`src/rtl/i2c_codec_pkg.sv`:
```
// i2c_codec_pkg: shared state encoding, WM8731 register map size and reset defaults.
package i2c_codec_pkg;
    typedef enum logic [2:0] {
        IDLE, ADDR, ACK_ADDR, BYTE_HI, ACK_HI, BYTE_LO, ACK_LO, IGNORE
    } state_e;
    localparam int NUM_REGS  = 10;
    localparam int RESET_REG = 15;
    // R9 down to R0
    localparam logic [NUM_REGS-1:0][8:0] REG_DEFAULTS = {
        9'h000, 9'h000, 9'h00A, 9'h09F, 9'h008,
        9'h00A, 9'h079, 9'h079, 9'h097, 9'h097
    };
endpackage

```
`src/rtl/i2c_line_cond.sv`:
```
// i2c_line_cond: SCL/SDA synchroniser, optional glitch filter (I2C_CODEC_TARGET_GLITCH_FILTER_EN) and edge/START/STOP strobes.
module i2c_line_cond #(
    parameter int SYNC_STAGES = 2
`ifdef I2C_CODEC_TARGET_GLITCH_FILTER_EN
    ,
    parameter int FILT_CYCLES = 4
`endif
) (
    input  logic i_clk,
    input  logic i_rst,
    input  logic i_scl,
    input  logic i_sda,
    output logic o_sda,
    output logic o_scl_rise,
    output logic o_scl_fall,
    output logic o_start,
    output logic o_stop
);
    logic [SYNC_STAGES-1:0] scl_sync_q, scl_sync_d, sda_sync_q, sda_sync_d;
    logic [1:0] raw, line, prev_q, prev_d;
    always_comb begin
        scl_sync_d = {scl_sync_q[SYNC_STAGES-2:0], i_scl};
        sda_sync_d = {sda_sync_q[SYNC_STAGES-2:0], i_sda};
    end
    assign raw    = {scl_sync_q[SYNC_STAGES-1], sda_sync_q[SYNC_STAGES-1]};
    assign prev_d = line;
    always_ff @(posedge i_clk) begin
        if (i_rst) begin
            scl_sync_q <= '1;
            sda_sync_q <= '1;
            prev_q     <= '1;
        end else begin
            scl_sync_q <= scl_sync_d;
            sda_sync_q <= sda_sync_d;
            prev_q     <= prev_d;
        end
    end
`ifdef I2C_CODEC_TARGET_GLITCH_FILTER_EN
    localparam int CW = $clog2(FILT_CYCLES) + 1;
    logic [1:0] filt_q, filt_d;
    logic [1:0][CW-1:0] cnt_q, cnt_d;
    always_comb begin
        filt_d = filt_q;
        cnt_d  = cnt_q;
        for (int i = 0; i < 2; i++) begin
            if (raw[i] == filt_q[i]) cnt_d[i] = '0;
            else if (cnt_q[i] == CW'(FILT_CYCLES - 1)) begin
                filt_d[i] = raw[i];
                cnt_d[i]  = '0;
            end else cnt_d[i] = cnt_q[i] + 1'b1;
        end
    end
    always_ff @(posedge i_clk) begin
        if (i_rst) begin
            filt_q <= '1;
            cnt_q  <= '0;
        end else begin
            filt_q <= filt_d;
            cnt_q  <= cnt_d;
        end
    end
    assign line = filt_q;
`else
    assign line = raw;
`endif
    // bit 1 is SCL, bit 0 is SDA
    assign o_sda      = line[0];
    assign o_scl_rise = line[1] & ~prev_q[1];
    assign o_scl_fall = ~line[1] & prev_q[1];
    assign o_start    = line[1] & prev_q[1] & prev_q[0] & ~line[0];
    assign o_stop     = line[1] & prev_q[1] & ~prev_q[0] & line[0];
endmodule

```
`src/rtl/i2c_codec_target.sv`:
```
// i2c_codec_target: WM8731 control-port I2C write target with register file; glitch filter via I2C_CODEC_TARGET_GLITCH_FILTER_EN.
module i2c_codec_target
    import i2c_codec_pkg::*;
#(
    parameter logic [6:0] DEV_ADDR    = 7'h1A,
    parameter int         SYNC_STAGES = 2
`ifdef I2C_CODEC_TARGET_GLITCH_FILTER_EN
    ,
    parameter int         FILT_CYCLES = 4
`endif
) (
    input  logic       i_clk,
    input  logic       i_rst,
    input  logic       i_scl,
    input  logic       i_sda,
    output logic       o_sda_oe,
    output logic       o_wr_valid,
    output logic [6:0] o_wr_addr,
    output logic [8:0] o_wr_data,
    input  logic [3:0] i_rd_addr,
    output logic [8:0] o_rd_data,
    output logic       o_busy,
    output logic       o_bad_addr
);
    logic sda, scl_rise, scl_fall, start, stop;
    state_e state_q, state_d;
    logic [3:0] bit_cnt_q, bit_cnt_d;
    logic [7:0] shift_q, shift_d;
    logic sda_oe_q, sda_oe_d, wr_valid_q, wr_valid_d, bad_addr_q, bad_addr_d, d8_q, d8_d;
    logic [6:0] wr_addr_q, wr_addr_d, reg_addr_q, reg_addr_d;
    logic [8:0] wr_data_q, wr_data_d;
    logic [NUM_REGS-1:0][8:0] regs_q, regs_d;
    logic byte_done, sampling, addr_ok;
    i2c_line_cond #(
        .SYNC_STAGES(SYNC_STAGES)
`ifdef I2C_CODEC_TARGET_GLITCH_FILTER_EN
        ,
        .FILT_CYCLES(FILT_CYCLES)
`endif
    ) u_line (
        .i_clk(i_clk), .i_rst(i_rst), .i_scl(i_scl), .i_sda(i_sda),
        .o_sda(sda), .o_scl_rise(scl_rise), .o_scl_fall(scl_fall),
        .o_start(start), .o_stop(stop)
    );
    assign byte_done = bit_cnt_q == 4'd8;
    assign sampling  = state_q inside {ADDR, BYTE_HI, BYTE_LO};
    assign addr_ok   = shift_q == {DEV_ADDR, 1'b0};
    always_comb begin
        state_d    = state_q;
        bit_cnt_d  = bit_cnt_q;
        shift_d    = shift_q;
        sda_oe_d   = sda_oe_q;
        wr_valid_d = 1'b0;
        wr_addr_d  = wr_addr_q;
        wr_data_d  = wr_data_q;
        reg_addr_d = reg_addr_q;
        d8_d       = d8_q;
        regs_d     = regs_q;
        bad_addr_d = bad_addr_q;
        if (stop) begin
            state_d  = IDLE;
            sda_oe_d = 1'b0;
        end else if (start) begin
            state_d   = ADDR;
            bit_cnt_d = '0;
            sda_oe_d  = 1'b0;
        end else if (scl_rise && sampling && !byte_done) begin
            shift_d   = {shift_q[6:0], sda};
            bit_cnt_d = bit_cnt_q + 4'd1;
        end else if (scl_fall) begin
            case (state_q)
                ADDR: if (byte_done) begin
                    sda_oe_d  = addr_ok;
                    state_d   = addr_ok ? ACK_ADDR : IGNORE;
                    bit_cnt_d = '0;
                end
                ACK_ADDR: begin
                    sda_oe_d = 1'b0;
                    state_d  = BYTE_HI;
                end
                BYTE_HI: if (byte_done) begin
                    reg_addr_d = shift_q[7:1];
                    d8_d       = shift_q[0];
                    sda_oe_d   = 1'b1;
                    state_d    = ACK_HI;
                    bit_cnt_d  = '0;
                end
                ACK_HI: begin
                    sda_oe_d = 1'b0;
                    state_d  = BYTE_LO;
                end
                BYTE_LO: if (byte_done) begin
                    sda_oe_d  = 1'b1;
                    state_d   = ACK_LO;
                    bit_cnt_d = '0;
                end
                ACK_LO: begin
                    sda_oe_d   = 1'b0;
                    state_d    = IGNORE;
                    wr_valid_d = 1'b1;
                    wr_addr_d  = reg_addr_q;
                    wr_data_d  = {d8_q, shift_q};
                    if (reg_addr_q < 7'(NUM_REGS)) regs_d[reg_addr_q[3:0]] = {d8_q, shift_q};
                    else if (reg_addr_q == 7'(RESET_REG)) regs_d = ({d8_q, shift_q} == '0) ? REG_DEFAULTS : regs_q;
                    else bad_addr_d = 1'b1;
                end
                default: ;
            endcase
        end
    end
    always_ff @(posedge i_clk) begin
        if (i_rst) begin
            state_q    <= IDLE;
            bit_cnt_q  <= '0;
            shift_q    <= '0;
            sda_oe_q   <= 1'b0;
            wr_valid_q <= 1'b0;
            wr_addr_q  <= '0;
            wr_data_q  <= '0;
            reg_addr_q <= '0;
            d8_q       <= 1'b0;
            regs_q     <= REG_DEFAULTS;
            bad_addr_q <= 1'b0;
        end else begin
            state_q    <= state_d;
            bit_cnt_q  <= bit_cnt_d;
            shift_q    <= shift_d;
            sda_oe_q   <= sda_oe_d;
            wr_valid_q <= wr_valid_d;
            wr_addr_q  <= wr_addr_d;
            wr_data_q  <= wr_data_d;
            reg_addr_q <= reg_addr_d;
            d8_q       <= d8_d;
            regs_q     <= regs_d;
            bad_addr_q <= bad_addr_d;
        end
    end
    assign o_sda_oe   = sda_oe_q;
    assign o_wr_valid = wr_valid_q;
    assign o_wr_addr  = wr_addr_q;
    assign o_wr_data  = wr_data_q;
    assign o_busy     = state_q != IDLE;
    assign o_bad_addr = bad_addr_q;
    assign o_rd_data  = (i_rd_addr < 4'(NUM_REGS)) ? regs_q[i_rd_addr] : '0;
endmodule
```
`config.mk`:
```
export PLATFORM = sky130hd
export DESIGN_NAME = i2c_codec_target
export DESIGN_NICKNAME = d
export VERILOG_FILES = /design/src/rtl/i2c_codec_pkg.sv /design/src/rtl/i2c_line_cond.sv /design/src/rtl/i2c_codec_target.sv
export SDC_FILE = /design/constraint.sdc
export NUM_CORES = 1
export LEC_CHECK = 0
export CAP_MARGIN = 20
export CORE_MARGIN = 2
export CORE_UTILIZATION = 60
export CTS_CLUSTER_DIAMETER = 60
export DETAILED_ROUTE_END_ITERATION = 16
export PLACE_DENSITY = 0.8
export SLEW_MARGIN = 30
export SYNTH_ARGS = -nofsm -noshare
export SYNTH_HDL_FRONTEND = slang
export SYNTH_HIERARCHICAL = 1
export SYNTH_SLANG_ARGS = --single-unit
```
`constraint.sdc`:
```
create_clock -name i_clk -period 4.55 [get_ports i_clk]
set_input_delay 1.1375 -clock i_clk [delete_from_list [all_inputs] [get_ports i_clk]]
set_output_delay 1.1375 -clock i_clk [all_outputs]
set_load 0.03 [all_outputs]
```
# Word-level counts from Yosys, hierarchy flattened

Cells that the tools add are included.

$add $sub $neg: 1
$lt $le $gt $ge: 5
Equal/unequal tests: 17
Multiplexer cells: 26
Bitwise gates (word level): 17
Reductions and logical operators: 31

Operators by type and width:

| cell                                                                          | number |
|---|---|
| 90-bit 2-to-1 mux                                                             | 3 |
| 90-bit bitwise mux                                                            | 1 |
| 9-bit binary-select mux with 4-bit select                                     | 1 |
| 9-bit demux with 4-bit select                                                 | 1 |
| 9-bit 2-to-1 mux                                                              | 3 |
| 4-bit 2-to-1 mux                                                              | 5 |
| 3-bit case mux with 6 select lines                                            | 1 |
| 6-bit AND reduction                                                           | 3 |
| 3-bit nonzero test                                                            | 6 |
| 7-bit AND reduction                                                           | 2 |
| 3-bit 2-to-1 mux                                                              | 4 |
| 4-bit by 5-bit less-than comparator with 1-bit output (second input constant) | 2 |
| 1-bit inverter                                                                | 10 |
| 5-bit AND reduction                                                           | 2 |
| 3-bit == test (second input constant)                                         | 3 |
| 9-bit logical NOT                                                             | 1 |
| 3-bit != test (second input constant)                                         | 3 |
| 3-bit OR reduction                                                            | 3 |
| 8-bit by 6-bit == test with 1-bit output (second input constant)              | 1 |
| 2-bit != test (second input constant)                                         | 4 |
| 1-bit bitwise AND                                                             | 7 |
| 7-bit by 4-bit == test with 1-bit output (second input constant)              | 1 |
| 7-bit by 4-bit less-than comparator with 1-bit output (second input constant) | 1 |
| 7-bit nonzero test                                                            | 1 |
| other kinds (17)                                                              | 28 |

Register bits after elaboration: 138
Output and inout port bits: 29
Logic and storage cells: 121

# Logic depth before layout (Yosys ltp)

Gate-level depths: netlist of the first run.

Word-level depth: 7
Gate-level depth with buffers: 8
Depth with buffers taken out: 6

# By module

Netlist of the first run, hierarchy kept.

Modules (own cells, without submodules):

| module           | instances | cells each | area each (um^2) |
|---|---|---|---|
| i2c_codec_target | 1         | 721        | 6,436.2 |
| i2c_line_cond    | 1         | 16         | 190.2 |

# Least setup slack after synthesis of the first run

No wires, ideal clock.

Path kind: input -> output
Start: in i_rd_addr[0]
End: out o_rd_data[5]
Arrival time: 2.884 ns
Setup slack: 0.529 ns
Cell stages on the path: 5
Cell sequence: clkbuf_1 > buf_2 > mux4_2 > a221oi_1 > a21oi_1

Longest elaborated chain between the ends: 3
Elaborated cells on any way between the ends: 4
Those cells by class: order compare (1); mux (3)

RTL lines:

| item                                      | RTL line                | text |
|---|---|---|
| start, declared                           | i2c_codec_target.sv:20  | `input logic [3:0] i_rd_addr,` |
| 9-bit binary-select mux with 4-bit select | i2c_codec_target.sv:144 | `assign o_rd_data = (i_rd_addr < 4'(NUM_REGS)) ? regs_q[i_rd_addr] : '0;` |
| 9-bit 2-to-1 mux (not written as such)    | i2c_codec_target.sv:144 |  |
| 9-bit 2-to-1 mux (*)                      | i2c_codec_target.sv:144 |  |
| end, declared                             | i2c_codec_target.sv:21  | `output logic [8:0] o_rd_data,` |

Mark *: on every way between the ends. The rest lies on a longest branch, timed or not. The select of a mux whose other input is x is not followed.

# Worst setup path after layout of the first run

Start: in i_rd_addr[1]
End: out o_rd_data[5]

The elaborated chain is that of the path after synthesis.

==> reports/summary.md, run 1 <==
The tools report the initial cell density of the core as 0.6140. The detailed router used layers up to and including met4. In the routed design, unresolved DRC markers number 0. The critical path's largest stage delay works out to 0.69 ns. For the global routing usage summed across all routing layers, the log shows 0.3334. The library cell contributing the largest single delay on the critical path was clkdlybuf4s50_1. In this run, synthesis inferred 0 flip-flops with an integrated enable. Among all flip-flop cells after synthesis, the most frequent one is dfxtp_1. The first global-routing pass estimated 30160 um of wire. The required time of the worst setup path was 3.41 ns; the fraction of power consumed by the clock network was 0.513. The final global-route overflow total is 0, and the top cell type's share of synthesized area is 0.4169.

The library cell occupying the most area in the post-synthesis netlist was dfxtp_1. Part of the total power dissipated in combinational logic: 0.041. The slack of the worst reg-to-reg path was 1.46 ns; the average wire per standard cell was 21.58 um.

The final-report max-slew violation count came out at 0. The critical path goes through clkdlybuf4s50_1 > buf_4 > mux4_2 > nand2_1 > a21oi_1 > clkdlybuf4s50_1. The die is 109.1 um tall. The worst min-delay path category is reg -> reg. The element type at the critical path end is a primary output.

Max-cap violations in this run came to 0. The maximum root-to-sink buffer count was 2. The initial antenna violation count was 0. The commonest cells after synthesis are dfxtp_1 (138), a31oi_1 (68), clkbuf_1 (65).

The tools report the startpoint of the most critical register-to-register path as reg_addr_q[6]$_SDFFE_PP0P_. The count of clock tree sinks is 138, and the number of search-and-repair iterations in the first detailed-routing pass is 5. For the clock network latency to the later pin of the worst-skew pair, the log shows 0.54 ns.

Sequential fraction of design power: 0.445. Counting stages on the worst path, the most repeated cell is clkdlybuf4s50_1. Buffers added to address setup during post-CTS repair amount to 0. Cell depth of the worst flop-to-flop path: 5. Type of the worst setup path: in -> out. The routed design uses 1919 um of met3 wire.

The post-synthesis instance area was 6626 um2. The mean post-synth cell area is 8.991 um2. For this run, the top clock speed supported by timing is 236.2 MHz.

Net switching power of the design: 0.6244 mW. The endpoint arrival time on the critical path was 3.10 ns. In this run, CTS created clock tree buffers numbering 17. The detailed router placed 6086 vias in this run. The number of levels the H-tree was split into is 4, and the number of failing hold endpoints at the final stage is 0.

TritonCTS built the clock tree. Entering global routing, the biggest net connects 72 pins. Of all nets on the critical path, the largest fanout is 18. The count of input and output buffers is 36.

The switching portion of total power came out at 0.2290. The remaining antenna violation count after routing was 0; the clock-pin transition on the worst setup and hold timing paths was 0.06 ns. The post-CTS resize count was 0.

Count of standard-cell rows: 38. The die is 109.1 um wide. For the headroom to the max-slew limit, the log shows 0.3222. The net count after synthesis was 747; the cell depth of the worst min-delay path was 1. Power comes to 2.726 mW. The clock period could shrink to 4.234 ns.

The run gives 6 as the yosys synthesis warning count. In this run, post-CTS hold repair placed 0 buffers. Setup repair after global routing left no endpoint under its margin. Counting both buffers and inverters, the worst setup path holds a total of 3.

The number of cells produced by synthesis is 737, and the number of distinct library cell variants in the gate-level netlist after synthesis is 58. The tools report the final clock skew as 0.01023 ns. The detailed router finished its first iteration with 678 violations.

Sorting the synthesized cells by area gives the leading types as dfxtp_1 (42%), a31oi_1 (6.4%), mux4_2 (6.1%). In this run, synthesis produced a sequential element count of 138. Yosys instantiated no cell more often than dfxtp_1. In the final timing run, aggregate negative setup slack is 0 ns. Summed over all layers, the routed wires come to 18860 um. The total power per unit cell area was 361.3 nW/um2. The run gives 0 as the count of final setup violators. The weighted congestion at the end of routability-driven global placement is 0.8951. In the final routing, the length of wire on met1 measures 7682 um. The tools report the worst min-delay path startpoint as u_line/sda_sync_q[0]$_SDFF_PP1_.

Endpoint with the worst hold slack: u_line/sda_sync_q[1]$_SDFF_PP1_. At the pin with the least slew margin, the transition time is 1.016 ns. The internal portion of the total power is 2.102 mW. The fraction of layout instances using a drive strength above 1 is 0.1226. 0 antenna diodes ended up in the layout. The placed instance area was 6923 um2. In the final design database the tool counted 731 nets. In this run the clock root is driven by a clkbuf_8.

The logs give 11900 um2 for the floorplan die area and 0.4169 for the share of the yosys chip area belonging to registers. The kind of cell with the highest combined delay on the critical path is buffers and inverters. The final design instance area without fill was 7546 um2; the number of stages on the worst setup path was 6. The share of synthesized registers carrying an async set or reset works out to 0.

The filler cells instantiated in the layout total 822. Summed over all nets, the half-perimeter wirelength after detailed placement is 12290 um. The area growth from synthesis to layout is 13.88%. For the number of global-route vias before repair, the log shows 5652. The post-route fraction of the period consumed by the critical path is 0.9307, and the length of routed met2 wiring is 8782 um.

In this run the count of I/O pins placed on the die edge is 37. The tools report the core outline area as 10790 um2. The flow ran to the end, and the final reports show no timing, DRC or antenna violations.

The worst setup path is launched from an input pin. In the routed layout, each cell is associated on average with a via count of 6.963. The capturing point of the worst reg2reg path was regs_q[38]$_SDFFE_PP0P_.

The analysis attributes to cell leakage a power of 2.585 nW. The peak supply drop is 0.2471 mV.
[how the worst max path moves through the flow]
stage / slack [ns] / to / from
floorplan: 0.53 / o_rd_data[5] / i_rd_addr[0]
global placement: 0.34 / o_rd_data[5] / i_rd_addr[1]
detailed placement: 0.34 / o_rd_data[5] / i_rd_addr[1]
CTS: 0.34 / o_rd_data[5] / i_rd_addr[1]
global route: 0.28 / o_rd_data[5] / i_rd_addr[1]
finish: 0.32 / o_rd_data[5] / i_rd_addr[1]
[cells in the final DEF (no fill, tap or decap), types with 6 or more instances in the layout]
cell / synthesis / routed
inv_1: 50 / 50
dfxtp_1: 138 / 138
nor4_1: 16 / 16
nor2_1: 25 / 25
nand2_1: 50 / 50
a311oi_1: 7 / 7
mux4_2: 18 / 18
mux2i_1: 16 / 16
o31ai_1: 10 / 10
o32ai_1: 27 / 27
clkdlybuf4s50_1: 0 / 26
o21ai_0: 13 / 13
a31oi_1: 68 / 68
or3_1: 6 / 6
buf_4: 0 / 20
o32a_1: 8 / 8
o311ai_1: 6 / 6
a211oi_1: 28 / 28
nand3_1: 34 / 34
clkbuf_16: 0 / 16
a21oi_1: 35 / 34
or2_1: 6 / 6
a221oi_1: 9 / 9
nor3_1: 16 / 14
[routing by layer]
layer / track usage / vias up
li1: - / 2787
met1: 0.4544 / 2922
met2: 0.5173 / 333
met3: 0.07233 / 44
met4: 0.1291 / 0
met5: 0 / -
[cell families after synthesis]
family	share of synthesized area
multiplexers	0.08535
flip-flops	0.4169
buffers and inverters	0.08100
AO/OA/AOI/OAI	0.2602
adder cells (fa/ha/maj)	0.003776
AND/OR/NAND/NOR	0.1528
[flip-flops by register name (all words and copies together), names as in the netlist]
| register | count |
|---|---|
| o_wr_valid | 1 |
| o_bad_addr | 1 |
| d8_q | 1 |
| state_q | 3 |
| o_wr_addr | 7 |
| u_line/scl_sync_q | 2 |
| o_wr_data | 9 |
| regs_q | 90 |
| reg_addr_q | 7 |
| u_line/prev_q | 2 |
| o_sda_oe | 1 |
| u_line/sda_sync_q | 2 |
| bit_cnt_q | 4 |
| shift_q | 8 |
[final cells by class]
type / instances / area [um2] / area share
Clock inverter: 13 / 167.7 / 0.02222
Tap cell: 140 / 175.2 / 0.02321
Multi-Input combinational cell: 465 / 3382 / 0.4482
Timing Repair Buffer: 48 / 435.4 / 0.05770
Inverter: 51 / 191.4 / 0.02537
Sequential cell: 138 / 2763 / 0.3661
Clock buffer: 19 / 431.7 / 0.05720
[power groups by stage]
stage / registers (mW) / logic, mW / clock network, mW
2_1_floorplan: 1.24 / 0.0775 / 0
3_3_place_gp: 1.24 / 0.108 / 0
3_5_place_dp: 1.24 / 0.110 / 0
4_1_cts: 1.21 / 0.111 / 1.40
5_1_grt: 1.21 / 0.119 / 1.46
6_report: 1.21 / 0.113 / 1.40
[stage by stage]
step | utilization | setup slack, ns | hold slack, ns | std cells
CTS | 0.6970 | 0.3407 | 0.4223 | 874
global placement | 0.6402 | 0.3400 | 0.3884 | 842
finish | 0.6992 | 0.3155 | 0.4159 | 874
detailed placement | 0.6414 | 0.3403 | 0.3997 | 842
floorplan | - | 0.5290 | 0.3832 | 737
global route | 0.6992 | 0.2804 | 0.4513 | 874
No activity file was read; power rests on OpenSTA's default activity.
==> run 2, diff against run 1 <==
- CORE_UTILIZATION: 60 -> 49
- PLACE_DENSITY: 0.8 -> 0.67
==> run 2 against run 1 <==
Effect of this change: clock skew fell by 0.0046 ns; critical path type unchanged; cell count rose by 4.0%; setup slack improved by 0.021 ns; sequential power barely moved; register-to-register slack got worse by 0.10 ns; highest routed layer unchanged; global-route usage fell by 5.7 points.
==> reports/summary.md, run 2 (same netlist as run 1, synthesis figures left out) <==
The achievable frequency is 237.3 MHz (+0.50%). The remaining antenna violation count after routing is 0 (unchanged). The initial antenna violation count is 0 (unchanged). Setup repair after global routing left no endpoint under its margin. Cell depth of the worst min-delay path: 1 (unchanged).

The tools report the number of levels the H-tree was split into as 4 (unchanged). The worst min-delay path category was reg -> reg. The count of clock tree sinks came out at 138 (unchanged).

The flip-flop count of the largest register after layout was 90 (unchanged); the initial cell density of the core was 0.5004 (-0.1136). The post-route fraction of the period consumed by the critical path works out to 0.9260 (-0.004671). Required time of the worst setup path: 3.41 ns (about the same).

The clock network latency to the later pin of the worst-skew pair was 0.42 ns (-0.12 ns). For the peak supply drop, the log shows 0.2389 mV (-3.3%). The clock-pin transition on the worst setup and hold timing paths was 0.06 ns (about the same); the iteration-0 DRC count of the detailed router was 669 (-1.3%).

The flow ran to the end, and the final reports show no timing, DRC or antenna violations. The post-route minimum period is 4.213 ns (-0.02125 ns). The count of final setup violators is 0 (unchanged).

TritonCTS built the clock tree. The overall die width was 120.3 um (+10%). For the CTS buffer count, the log shows 17 (unchanged). The reported max-cap violation count was 0 (unchanged); the detailed-placement wirelength estimate was 13050 um (+6.2%). Headroom to the max-slew limit: 0.3472 (+0.02498). The tree is rooted in a clkbuf_16. The capturing point of the worst reg2reg path is regs_q[76]$_SDFFE_PP0P_. In this run the critical register-to-register path is launched from shift_q[7]$_SDFFE_PP0P_. The final antenna diode count came out at 0 (unchanged). The number of failing hold endpoints at the final stage is 0 (unchanged), and the post-CTS resize count is 0 (unchanged). The placed instance count is 878 (+4.3%). The weighted congestion at the end of routability-driven global placement is 0.9956 (+11%), and the maximum fanout along the worst path is 11 (-7).

Leaving out fill and tap cells, the most frequent cell in the layout is dfxtp_1. The worst-margin pin slew is 0.9782 ns (-0.03743 ns), and the count of input and output buffers is 36 (unchanged). Height of the chip: 120.3 um (+10%). The cell depth of the worst flop-to-flop path works out to 4 (-1).

The logs give 0 (unchanged) for the post-CTS setup buffer count and 0.2765 (-0.05693) for the global routing usage summed across all routing layers. In the layout the commonest cells are dfxtp_1 (138), a31oi_1 (68), inv_1 (50), nand2_1 (50). The hold buffer count at cts is 0 (unchanged), and the area added between synthesis and finish is 14.58%. The maximum root-to-sink buffer count came out at 2 (unchanged). The detailed-route vias per instance is 6.730 (-3.3%). Number of search-and-repair iterations in the first detailed-routing pass: 5 (unchanged). The type of the worst setup path is in -> out. For the core outline area, the log shows 13240 um2 (+23%). For hold timing, the worst endpoint is u_line/sda_sync_q[1]$_SDFF_PP1_. The tools report the final-report max-slew violation count as 0 (unchanged). The run gives 909 (+4.0%) as the count of non-filler cells in the finished layout. Endpoint arrival time on the critical path: 3.08 ns (-0.02 ns). The tools report the DRC violation count after routing as 0 (unchanged).

STA classifies the critical path endpoint as a primary output. The total wire length after detailed routing is 19410 um (+2.9%). regs_q holds more flip-flops than any other register. The tools report the number of placed I/O pins as 37 (unchanged).

The total power per unit cell area was 364.1 nW/um2 (+0.78%). The average wire per standard cell came out at 21.35 um (-1.1%). The tools report the final clock skew as 0.005611 ns (-0.004618 ns). The final global-route overflow total was 0 (unchanged); the leakage component of the power was 2.602 nW (+0.67%). The sum of negative setup slack came out at 0 ns (unchanged).

The number of global-route vias before repair is 5593 (-1.0%). The slack of the worst reg-to-reg path is 1.36 ns (-0.10 ns). The worst hold path begins at u_line/sda_sync_q[0]$_SDFF_PP1_.

The global-route wire length before repair is 30930 um (+2.5%), and the count of standard-cell rows is 42 (+11%). The run gives 731 (unchanged) as the number of nets at the end of the flow. STA classifies the critical path startpoint as an input pin. The logs give 74 (+2.8%) for the pin count of the biggest net entering global routing and 6118 (+0.53%) for the total vias in the final route.

The tools report the floorplan die area as 14470 um2 (+22%). The fraction of layout instances using a drive strength above 1 was 0.1241 (+0.001532).
[run 2: cell types whose count changed in the layout (fill, tap and decap cells not counted), moves of 2 or more]
cell	before	now
clkinv_2	1	5
buf_4	20	22
clkinvlp_4	5	3
inv_6	2	0
[run 2: power breakdown]
group / internal (mW) / switching, mW / total, mW / leakage, nW
sequential: 1.21 / 0.00255 / 1.21 / 1.11
clock: 0.922 / 0.519 / 1.44 / 0.297
combinational: 0.0356 / 0.0738 / 0.109 / 1.19
[run 2: area by class of cell]
type | instances | area [um2]
fill | 1188 | 5650
clock buffer | 18 | 439.2
timing repair buffer | 48 | 420.4
tap | 176 | 220.2
sequential | 138 | 2763
multi-input combinational | 465 | 3382
clock inverter | 13 | 176.4
inverter | 51 | 191.4
[run 2: per-layer routing]
layer	track usage	wire, um
met1	0.3935	8447
met2	0.4080	8553
met3	0.06226	1775
met4	0.1083	629
met5	0	0
[run 2: stage by stage]
step | util | hold slack [ns] | area [um2] | worst slack, ns | power, mW
2_1_floorplan | - | 0.3832 | 6626 | 0.5290 | 1.316
3_3_place_gp | 0.5240 | 0.3865 | 6939 | 0.4886 | 1.345
3_5_place_dp | 0.5251 | 0.3948 | 6954 | 0.4016 | 1.348
4_1_cts | 0.5716 | 0.4102 | 7570 | 0.3803 | 2.773
5_1_grt | 0.5733 | 0.4296 | 7592 | 0.2784 | 2.848
6_report | 0.5733 | 0.4098 | 7592 | 0.3368 | 2.764
[run 2: how the worst max path moves through the flow]
stage	startpoint	endpoint	slack, ns
3_5_place_dp	i_rd_addr[1]	o_rd_data[3]	0.40
3_3_place_gp	i_rd_addr[1]	o_rd_data[3]	0.49
5_1_grt	i_rd_addr[1]	o_rd_data[4]	0.28
6_report	i_rd_addr[1]	o_rd_data[3]	0.34
2_1_floorplan	i_rd_addr[0]	o_rd_data[5]	0.53
4_1_cts	i_rd_addr[1]	o_rd_data[3]	0.38
[run 2: worst max-delay path, cell delays in order]
cell,delay (ns)
clkdlybuf4s50_1,0.71
nor2_1,0.64
a221oi_1,0.16
a21oi_1,0.23
buf_4,0.20
==> run 3, diff against run 2 <==
- CTS_CLUSTER_DIAMETER: 60 -> 30
- CTS_CLUSTER_SIZE: default -> 20
- SLEW_MARGIN: 30 -> default
==> run 3 against run 2 <==
Effect of this change: global-route usage is 0.12 points lower; flip-flop and latch count stayed put; cell count grew 0.44%; maximum frequency fell by 0.19%; first-iteration DRC count up 6.4%; core utilization barely moved; power rose by 0.76%; setup slack got worse by 0.0080 ns; die area unchanged; via count down 1.0%; critical path type unchanged.
==> reports/summary.md, run 3 (same netlist as run 1, synthesis figures left out) <==
The run finished with clean final reports. The slowest stage of the critical path is the clkdlybuf4s50_1 cell. The CTS root buffer was clkbuf_16. The number of nets at the end of the flow is 734 (+0.41%), and the cell depth of the worst flop-to-flop path is 4 (unchanged).

The run gives 0 (unchanged) as the final-report max-slew violation count. TritonCTS built the clock tree. The endpoint identified for the worst register-to-register timing path is regs_q[76]$_SDFFE_PP0P_. The tools report the number of global-route vias before repair as 5491 (-1.8%).

The worst min-delay path startpoint was u_line/scl_sync_q[0]$_SDFF_PP1_. The final antenna diode count was 0 (unchanged). In the layout the commonest cells are dfxtp_1 (138), a31oi_1 (68), inv_1 (50), nand2_1 (50). The logs give 0.2730 (-0.07414) for the headroom to the max-slew limit and 0.5940 mW (-0.13%) for the net switching power of the design. STA classifies the critical path endpoint as a primary output.

The type of the worst setup path is in -> out. The tools report the count of final setup violators as 0 (unchanged). The post-CTS resize count is 0 (unchanged). The endpoint with the worst hold slack is u_line/scl_sync_q[1]$_SDFF_PP1_.

The required time of the worst setup path is 3.41 ns (about the same), and the worst-margin pin slew is 1.089 ns (+0.1112 ns). The tools report the clock network latency to the later pin of the worst-skew pair as 0.42 ns (about the same). For the peak supply drop, the log shows 0.2608 mV (+9.2%). The pin count of the biggest net entering global routing was 74 (unchanged).

Worst min-delay path category: reg -> reg. Height of the chip: 120.3 um (unchanged). The logs give 0 ns (unchanged) for the sum of negative setup slack and 0 (unchanged) for the number of failing hold endpoints at the final stage.

The hold buffer count at cts is 0 (unchanged), and the count of standard-cell rows is 42 (unchanged). The tools report the count of clock tree sinks as 138 (unchanged). For the sequential fraction of design power, the log shows 0.436 (-0.003). The core outline area came out at 13240 um2 (unchanged). The count of non-filler cells in the finished layout is 913 (+0.44%), and the post-route fraction of the period consumed by the critical path is 0.9277 (+0.001762). The DRC violation count after routing was 0 (unchanged); the CTS buffer count was 17 (unchanged). The count of input and output buffers works out to 36 (unchanged). The reported max-cap violation count is 0 (unchanged). Number of placed I/O pins: 37 (unchanged). Setup repair after global routing left no endpoint under its margin. The area added between synthesis and finish came out at 14.48% (about the same). For the achievable frequency, the log shows 236.9 MHz (-0.19%). The overall die width came out at 120.3 um (unchanged). The logs give 0.525 (+0.004) for the fraction of power consumed by the clock network and 5 (unchanged) for the number of search-and-repair iterations in the first detailed-routing pass. The total power per unit cell area was 367.1 nW/um2 (+0.84%); the total wire length after detailed routing was 19310 um (-0.48%). The tools report the total vias in the final route as 6056 (-1.0%).

Flip-flop count of the largest register after layout: 90 (unchanged). The kind of cell with the highest combined delay on the critical path is buffers and inverters. Traced cell by cell, the critical path runs through clkdlybuf4s50_1 > nor2_1 > a221oi_1 > a21oi_1 > buf_4. The sequential cell area was 2763 um2 (unchanged); the average wire per standard cell was 21.15 um (-0.92%). The cell depth of the worst min-delay path was 1 (unchanged).

The area of the multi-input gates was 3344 um2 (-1.1%). Detailed-route vias per instance: 6.633 (-1.4%). The final global-route overflow total came out at 0 (unchanged). The tools report the weighted congestion at the end of routability-driven global placement as 0.9956 (unchanged).

Endpoint arrival time on the critical path: 3.08 ns (about the same). The switching portion of total power came out at 0.2133 (-0.001889). The buffering stage count on the worst path with inverters included was 2 (unchanged). The post-CTS setup buffer count was 0 (unchanged); the global-route wire length before repair was 30550 um (-1.2%).

The kind of launch point of the worst setup path was an input pin. The count of fill cells added during filler insertion was 1194 (+0.51%). For the global routing usage summed across all routing layers, the log shows 0.2753 (-0.001227).

The floorplan die area came out at 14470 um2 (unchanged). The tools report the final clock skew as 0.006847 ns (+0.001237 ns). Clock-pin transition on the worst setup and hold timing paths: 0.05 ns (about the same). Slack of the worst reg-to-reg path: 1.35 ns (about the same). The fraction of layout instances using a drive strength above 1 came out at 0.1194 (-0.004744). Number of levels the H-tree was split into: 4 (unchanged). Leaving out fill and tap cells, the most frequent cell in the layout is dfxtp_1. The initial antenna violation count was 0 (unchanged).

For the iteration-0 DRC count of the detailed router, the log shows 712 (+6.4%). Critical path's largest stage delay: 0.68 ns (-0.03 ns). Detailed-placement wirelength estimate: 13030 um (-0.16%). The leakage component of the power came out at 2.608 nW (+0.25%). The tools report the remaining antenna violation count after routing as 0 (unchanged).

The initial cell density of the core is 0.5004 (unchanged), and the maximum root-to-sink buffer count is 2 (unchanged). The post-route minimum period is 4.221 ns (+0.008016 ns), and the part of the total power dissipated in combinational logic is 0.039 (about the same). The placed instance count came out at 878 (unchanged).

The tools report the startpoint of the most critical register-to-register path as shift_q[7]$_SDFFE_PP0P_. The maximum fanout along the worst path came out at 11 (unchanged). The most flop-heavy register is regs_q. The tools report the internal power as 2.191 mW (+1.0%).
==> run 3: cell types whose count changed in the layout (fill, tap and decap cells not counted), sizes merged <==
| cell | change |
|---|---|
| clkinvlp | +1 |
| clkinv | -3 |
| clkbuf | +6 |
==> run 3: per-layer routing <==
metal,track usage,wire length (um),vias to the layer above,part of all wire
met5,0,0,-,0
met4,0.1163,522,0,0.027
met3,0.07925,1833,36,0.095
met2,0.4066,8684,281,0.45
met1,0.3770,8271,2946,0.43
li1,-,-,2793,-
==> run 3: cell type report <==
class / instances / share of cell area
multi-input combinational: 465 / 0.4409
sequential: 138 / 0.3642
clock buffer: 21 / 0.06070
timing repair buffer: 51 / 0.05773
tap: 176 / 0.02903
inverter: 51 / 0.02524
clock inverter: 11 / 0.02227
==> run 3: worst register-to-register path: cells and delay by family, from the launching register on <==
family,cells,cell delay (ns)
AO/OA/AOI/OAI,2,1.14
AND/OR/NAND/NOR,2,1.30
flip-flops,1,0.60
==> run 3: metrics by stage <==
stage / power, mW / utilization / hold slack [ns] / cell area, um2 / setup slack [ns]
3_5_place_dp: 1.348 / 0.5240 / 0.3963 / 6939 / 0.3972
2_1_floorplan: 1.316 / - / 0.3832 / 6626 / 0.5290
3_3_place_gp: 1.345 / 0.5240 / 0.3865 / 6939 / 0.4886
5_1_grt: 2.863 / 0.5728 / 0.4280 / 7586 / 0.2852
6_report: 2.785 / 0.5728 / 0.4119 / 7586 / 0.3288
4_1_cts: 2.794 / 0.5715 / 0.4180 / 7569 / 0.3745
==> run 3: worst max-delay path by stage <==
| stage | start | end | slack, ns | cells after the start |
|---|---|---|---|---|
| after floorplan | i_rd_addr[0] | o_rd_data[5] | 0.53 | 5 |
| after global placement | i_rd_addr[1] | o_rd_data[3] | 0.49 | 5 |
| after detailed placement | i_rd_addr[1] | o_rd_data[3] | 0.40 | 5 |
| after CTS | i_rd_addr[1] | o_rd_data[3] | 0.37 | 5 |
| after global routing | i_rd_addr[1] | o_rd_data[4] | 0.29 | 5 |
| final | i_rd_addr[1] | o_rd_data[3] | 0.33 | 5 |
==> run 3: power by group through the flow <==
stage | clock network [mW] | registers, mW | logic (mW)
floorplan | 0 | 1.24 | 0.0775
global placement | 0 | 1.24 | 0.105
detailed placement | 0 | 1.24 | 0.108
CTS | 1.47 | 1.21 | 0.108
global route | 1.53 | 1.21 | 0.116
finish | 1.46 | 1.21 | 0.109
